<file path="src/rtl/grf_wb_sink.sv">
// grf_wb_sink: general register file acting as the write-back sink.
//   - 2**AW registers of DW bits, register 0 hardwired to zero
//   - two combinational read ports with same-cycle write-to-read bypass
//   - handshaked dump port streaming every register, one per beat
// Ports:
//   clk, reset            clock, asynchronous active-high reset
//   ra1/ra2 -> rd1/rd2    combinational read ports (rs / rt)
//   we, wa, wd            write port (destination mux / write-data mux)
//   dump_start            pulse to begin a dump, honoured only when idle
//   dump_valid/dump_ready beat handshake
//   dump_idx/dump_data    index and live (bypassed) contents of current beat
//   dump_busy             high while scanning and in the done cycle
//   dump_done             one-cycle pulse after the last beat is accepted
module grf_wb_sink #(
   parameter int unsigned DW = 32,
   parameter int unsigned AW = 5
) (
   input  logic          clk,
   input  logic          reset,
   input  logic [AW-1:0] ra1,
   input  logic [AW-1:0] ra2,
   output logic [DW-1:0] rd1,
   output logic [DW-1:0] rd2,
   input  logic          we,
   input  logic [AW-1:0] wa,
   input  logic [DW-1:0] wd,
   input  logic          dump_start,
   output logic          dump_valid,
   input  logic          dump_ready,
   output logic [AW-1:0] dump_idx,
   output logic [DW-1:0] dump_data,
   output logic          dump_busy,
   output logic          dump_done
);

   localparam int unsigned NREG = 2**AW;
   localparam logic [AW-1:0] LAST_IDX = AW'(NREG - 1);

   typedef enum logic [1:0] {
      IDLE = 2'd0,
      SCAN = 2'd1,
      DONE = 2'd2
   } state_t;

   state_t        state;
   logic [DW-1:0] regs [NREG];

   // Register storage; entry 0 is never written so it stays zero.
   always_ff @(posedge clk or posedge reset) begin
      if (reset) begin
         for (int unsigned i = 0; i < NREG; i++) begin
            regs[i] <= '0;
         end
      end else if (we && (wa != '0)) begin
         regs[wa] <= wd;
      end
   end

   // Read port 1 with zero-latency bypass of the write in flight.
   always_comb begin
      rd1 = regs[ra1];
      if (ra1 == '0) begin
         rd1 = '0;
      end else if (we && (wa == ra1)) begin
         rd1 = wd;
      end
   end

   // Read port 2, same rule as port 1.
   always_comb begin
      rd2 = regs[ra2];
      if (ra2 == '0) begin
         rd2 = '0;
      end else if (we && (wa == ra2)) begin
         rd2 = wd;
      end
   end

   // Dump data tracks live contents, so a stalled beat picks up writes.
   always_comb begin
      dump_data = regs[dump_idx];
      if (dump_idx == '0) begin
         dump_data = '0;
      end else if (we && (wa == dump_idx)) begin
         dump_data = wd;
      end
   end

   // Dump sequencer; flags are registered alongside the state.
   always_ff @(posedge clk or posedge reset) begin
      if (reset) begin
         state      <= IDLE;
         dump_idx   <= '0;
         dump_valid <= 1'b0;
         dump_busy  <= 1'b0;
         dump_done  <= 1'b0;
      end else begin
         case (state)
            IDLE: begin
               dump_done <= 1'b0;
               if (dump_start) begin
                  state      <= SCAN;
                  dump_idx   <= '0;
                  dump_valid <= 1'b1;
                  dump_busy  <= 1'b1;
               end
            end
            SCAN: begin
               if (dump_ready) begin
                  // The last beat always exits; the index never wraps.
                  if (dump_idx == LAST_IDX) begin
                     state      <= DONE;
                     dump_valid <= 1'b0;
                     dump_done  <= 1'b1;
                  end else begin
                     dump_idx <= dump_idx + AW'(1);
                  end
               end
            end
            DONE: begin
               state     <= IDLE;
               dump_idx  <= '0;
               dump_busy <= 1'b0;
               dump_done <= 1'b0;
            end
            default: begin
               state      <= IDLE;
               dump_idx   <= '0;
               dump_valid <= 1'b0;
               dump_busy  <= 1'b0;
               dump_done  <= 1'b0;
            end
         endcase
      end
   end

endmodule
</file>
<file path="config.mk">
export PLATFORM = sky130hd
export DESIGN_NAME = grf_wb_sink
export DESIGN_NICKNAME = d
export VERILOG_FILES = /design/src/rtl/grf_wb_sink.sv
export SDC_FILE = /design/constraint.sdc
export NUM_CORES = 2
export LEC_CHECK = 0
export CAP_MARGIN = 20
export CORE_MARGIN = 4
export CORE_UTILIZATION = 30
export CTS_CLUSTER_DIAMETER = 100
export DETAILED_ROUTE_END_ITERATION = 7
export SYNTH_ARGS = -nofsm -noshare
export SYNTH_HDL_FRONTEND = slang
export SYNTH_SLANG_ARGS = --single-unit
</file>
<file path="constraint.sdc">
create_clock -name clk -period 68.6 [get_ports clk]
set_input_delay 13.72 -clock clk [delete_from_list [all_inputs] [get_ports clk]]
set_output_delay 13.72 -clock clk [all_outputs]
set_load 0.01 [all_outputs]
</file>
==> impl_metrics.py <==
metrics = {
    "synthesis": {
        "synth_simple_gate_area_share_pct": 3.068,
        "synth_fa_ha_area_share_pct": 0.05807,
        "synth_top_family_by_area": "multiplexers",
        "synthDistinctLibCells": 68,
        "yosysWarningCount": 0,
        "synth_top_area_share_pct": 40.03,
        "async_flop_share_pct": 100.0,
        "synth-main-ff-cell": "dfrtp_1",
        "synth_area_sq_um": 64640,
        "postSynthAreaPerCell_sq_um": 13.48,
        "synth_nets": 4850,
        "synth_cells": 4795,
        "synth_mux_area_share_pct": 44.01,
        "yosysSeqAreaShare_pct": 40.03,
        "yosysTopAreaCell": "dfrtp_1",
        "synth_xor_area_share_pct": 0.2032,
        "ys_ff_latch": 1034,
        "synth_compound_area_share_pct": 8.222,
        "synth-edff-count": 0,
        "yosys-top-cells-area": "dfrtp_1 40%, mux2_2 20%, mux4_2 18%, mux2i_1 5.8%, a22oi_1 1.6%",
    },
    "timing": {
        "hold_slack_ns": 0.4182,
        "skew_ns": 0.003584,
        "tightest_slew_ns": 1.257,
        "layout_setup_ws_ns": 36.34,
        "rsz0062_at_grt": "no",
        "max_freq_ghz": 0.03100,
        "slew_headroom_pct": 16.20,
        "maxSlewViolCount": 0,
        "setup_tns_ns": 0,
        "setup_violations": 0,
        "hold_violations": 0,
        "fin_crit_ns": 32.26,
        "post-route-period-util_pct": 47.03,
    },
    "grt": {
        "grt_pass1_vias": 48230,
        "grt_usage_pct": 24.26,
        "antenna_found_initial": 20,
        "grt_max_degree": 176,
        "grt_pass1_wl_mm": 386.9,
        "grt_overflow": 0,
    },
    "setup_path": {
        "crit_top_cell": "buf_4",
        "crit_family": "buffers and inverters",
        "crit_buf_inv": 4,
        "start_kind": "input pin",
        "required_ns": 54.88,
        "r2r_cells": 8,
        "r2r_start": "dump_idx[1]$_DFFE_PP0P_",
        "endpoint_kind": "primary output",
        "crit_chain": "buf_6 > buf_4 > buf_4 > or3b_2 > o22ai_1 > nor4_1 > nor2_1 > a21oi_1 > clkdlybuf4s50_1",
        "cp.depth": 9,
        "slowest_stage": "buf_4",
        "critPathMaxStageDelay_ns": 0.84,
        "rr_endpoint": "dump_idx[4]$_DFFE_PP0P_",
        "crit_type": "in2out",
        "reg2reg_slack_ns": 65.68,
        "critPathArrivalTime_ns": 18.54,
        "crit_fanout": 53,
    },
    "finish": {
        "fillCellCount": 20860,
        "mostFrequentLayoutCells": "1138 x mux2_2, 1030 x dfrtp_1, 529 x mux4_2",
        "area_delta_synth_final_pct": 12.82,
        "final_nets": 4741,
        "final_common_cell": "mux2_2",
        "final_layout_size_suffix_gt1_share_pct": 44.46,
    },
    "clock_network": {
        "cts_num_sinks": 1034,
        "postCtsSetupBuffers": 0,
        "h-tree-depth": 3,
        "postCtsHoldBufs": 0,
        "post_cts_resized": 0,
        "clockBufferDepth": 3,
        "numCtsBuffers": 115,
        "clock-root-buffer": "clkbuf_16",
        "clk_pin_slew_worst_paths_ns": 0.06,
        "clock_latency_ns": 0.77,
        "cts_tree": "built",
    },
    "die": {
        "start_util_pct": 30.15,
        "core_area_sq_um": 214400,
        "die_area_sq_um": 223000,
        "die_w_um": 472.2,
        "boundaryPins": 156,
        "dieHeight_um": 472.2,
        "num_rows": 170,
    },
    "pwr": {
        "total_power_uw": 2400,
        "p_leak_uw": 0.03021,
        "peakVddDrop_mv": 0.03192,
        "p_per_area_nw_per_um2": 32.90,
    },
    "drt": {
        "drtIter0Drc": 7324,
        "ant_nets": 0,
        "drtPass1Iterations": 7,
        "via_count": 49470,
        "routedWlPerCell_um": 36.58,
        "route.detailed.drc": 0,
        "wirelength_mm": 279.1,
        "vias_per_cell": 6.484,
    },
    "hold_path": {
        "holdPathEnd": "regs[1005]$_DFFE_PP0P_",
        "min_from": "regs[1005]$_DFFE_PP0P_",
        "holdPathStages": 0,
        "hold_class": "reg2reg",
    },
    "outcome": {
        "status": "finished clean",
    },
    "place": {
        "place_ws_ns": 36.47,
        "gp_congestion": 0.9350,
        "io_buffers": 155,
        "hpwl_mm": 167.1,
    },
    "flow_run": {
        "max_cap_viol_count": 0,
    },
}
-- power breakdown --
group          switching [uW]  internal [uW]  total, uW
clock                     279            408        688
sequential                133            727        860
combinational             442            409        852
total                     855           1540       2400
-- cell usage after synthesis, types with 5 or more instances --
cell,instances
nand2b_1,18
nand3b_1,12
mux2i_1,372
a21oi_1,129
o221ai_1,81
nor4_1,15
buf_8,11
dfrtp_1,1034
or3b_2,5
or2_2,8
buf_1,57
a221o_1,17
clkbuf_1,252
a22o_1,21
a2111oi_0,5
a22oi_1,137
o22ai_1,89
o211ai_1,10
o22a_1,6
mux4_2,529
and3_1,18
a31oi_1,19
xnor2_1,11
nand2_1,121
a211oi_1,19
buf_6,24
nor3_1,57
a32o_1,38
a221oi_1,41
a2111oi_2,7
inv_1,10
buf_2,164
buf_4,35
a211o_1,15
nor3b_1,8
buf_12,6
mux2_2,1138
o21ai_0,70
nor2b_1,12
nor2_1,103
nand3_1,12
-- stage by stage --
step	util, %	area [sq um]	cells
after floorplan	-	64640	4795
after global placement	32.00	68620	7400
after detailed placement	32.07	68750	7405
after CTS	34.00	72890	7622
after global routing	34.01	72910	7624
final	34.01	72930	7630
-- layer usage --
metal,routed length [um],part of all wire (%),GRT usage [%],vias up
met2,119100,43,35.25,3690
met1,104900,38,31.20,26110
met4,19730,7.1,14.38,22
met3,35230,13,8.371,939
met5,160,0.057,0,-
li1,-,-,-,18710
-- state kept, by name (all words and copies together) (netlist names) --
name / flops
regs: 1024
dump_valid: 1
dump_idx: 5
dump_busy: 1
state: 2
dump_done: 1
-- kinds of logic after synthesis --
group / after synthesis
flops: 1034
compound gates: 733
xor+xnor: 15
fa+ha+maj: 3
buf+inv: 562
mux: 2039
simple gates: 409
-- worst max-delay path by stage --
| stage | startpoint | end | slack [ns] |
|---|---|---|---|
| 6_report | ra2[2] | rd2[27] | 36.34 |
| 5_1_grt | ra2[2] | rd2[27] | 36.41 |
| 4_1_cts | ra2[2] | rd2[27] | 36.47 |
| 3_5_place_dp | ra2[2] | rd2[27] | 36.47 |
| 3_3_place_gp | ra2[2] | rd2[27] | 36.47 |
| 2_1_floorplan | reset | dump_busy$_DFFE_PP0P_ | 25.78 |
-- worst reg2reg max path, stage by stage (launching register included) --
cell      delay, ns
dfrtp_4        0.89
buf_4          0.62
ha_1           0.30
and3_1         0.17
ha_1           0.22
nor2b_1        0.11
o21bai_1       0.27
a22oi_1        0.14
nor2_1         0.13
-- layout make-up --
| type | instances | area [sq um] | area share (%) |
|---|---|---|---|
| clock buffer | 174 | 3463 | 4.749 |
| timing repair buffer | 324 | 3012 | 4.129 |
| antenna | 6 | 15.01 | 0.02059 |
| tap | 2838 | 3551 | 4.869 |
| inverter | 12 | 53.80 | 0.07377 |
| clock inverter | 43 | 676.9 | 0.9282 |
| sequential | 1034 | 25890 | 35.50 |
| multi-input combinational | 3199 | 36270 | 49.73 |
Power figures use the tool's default switching activity.
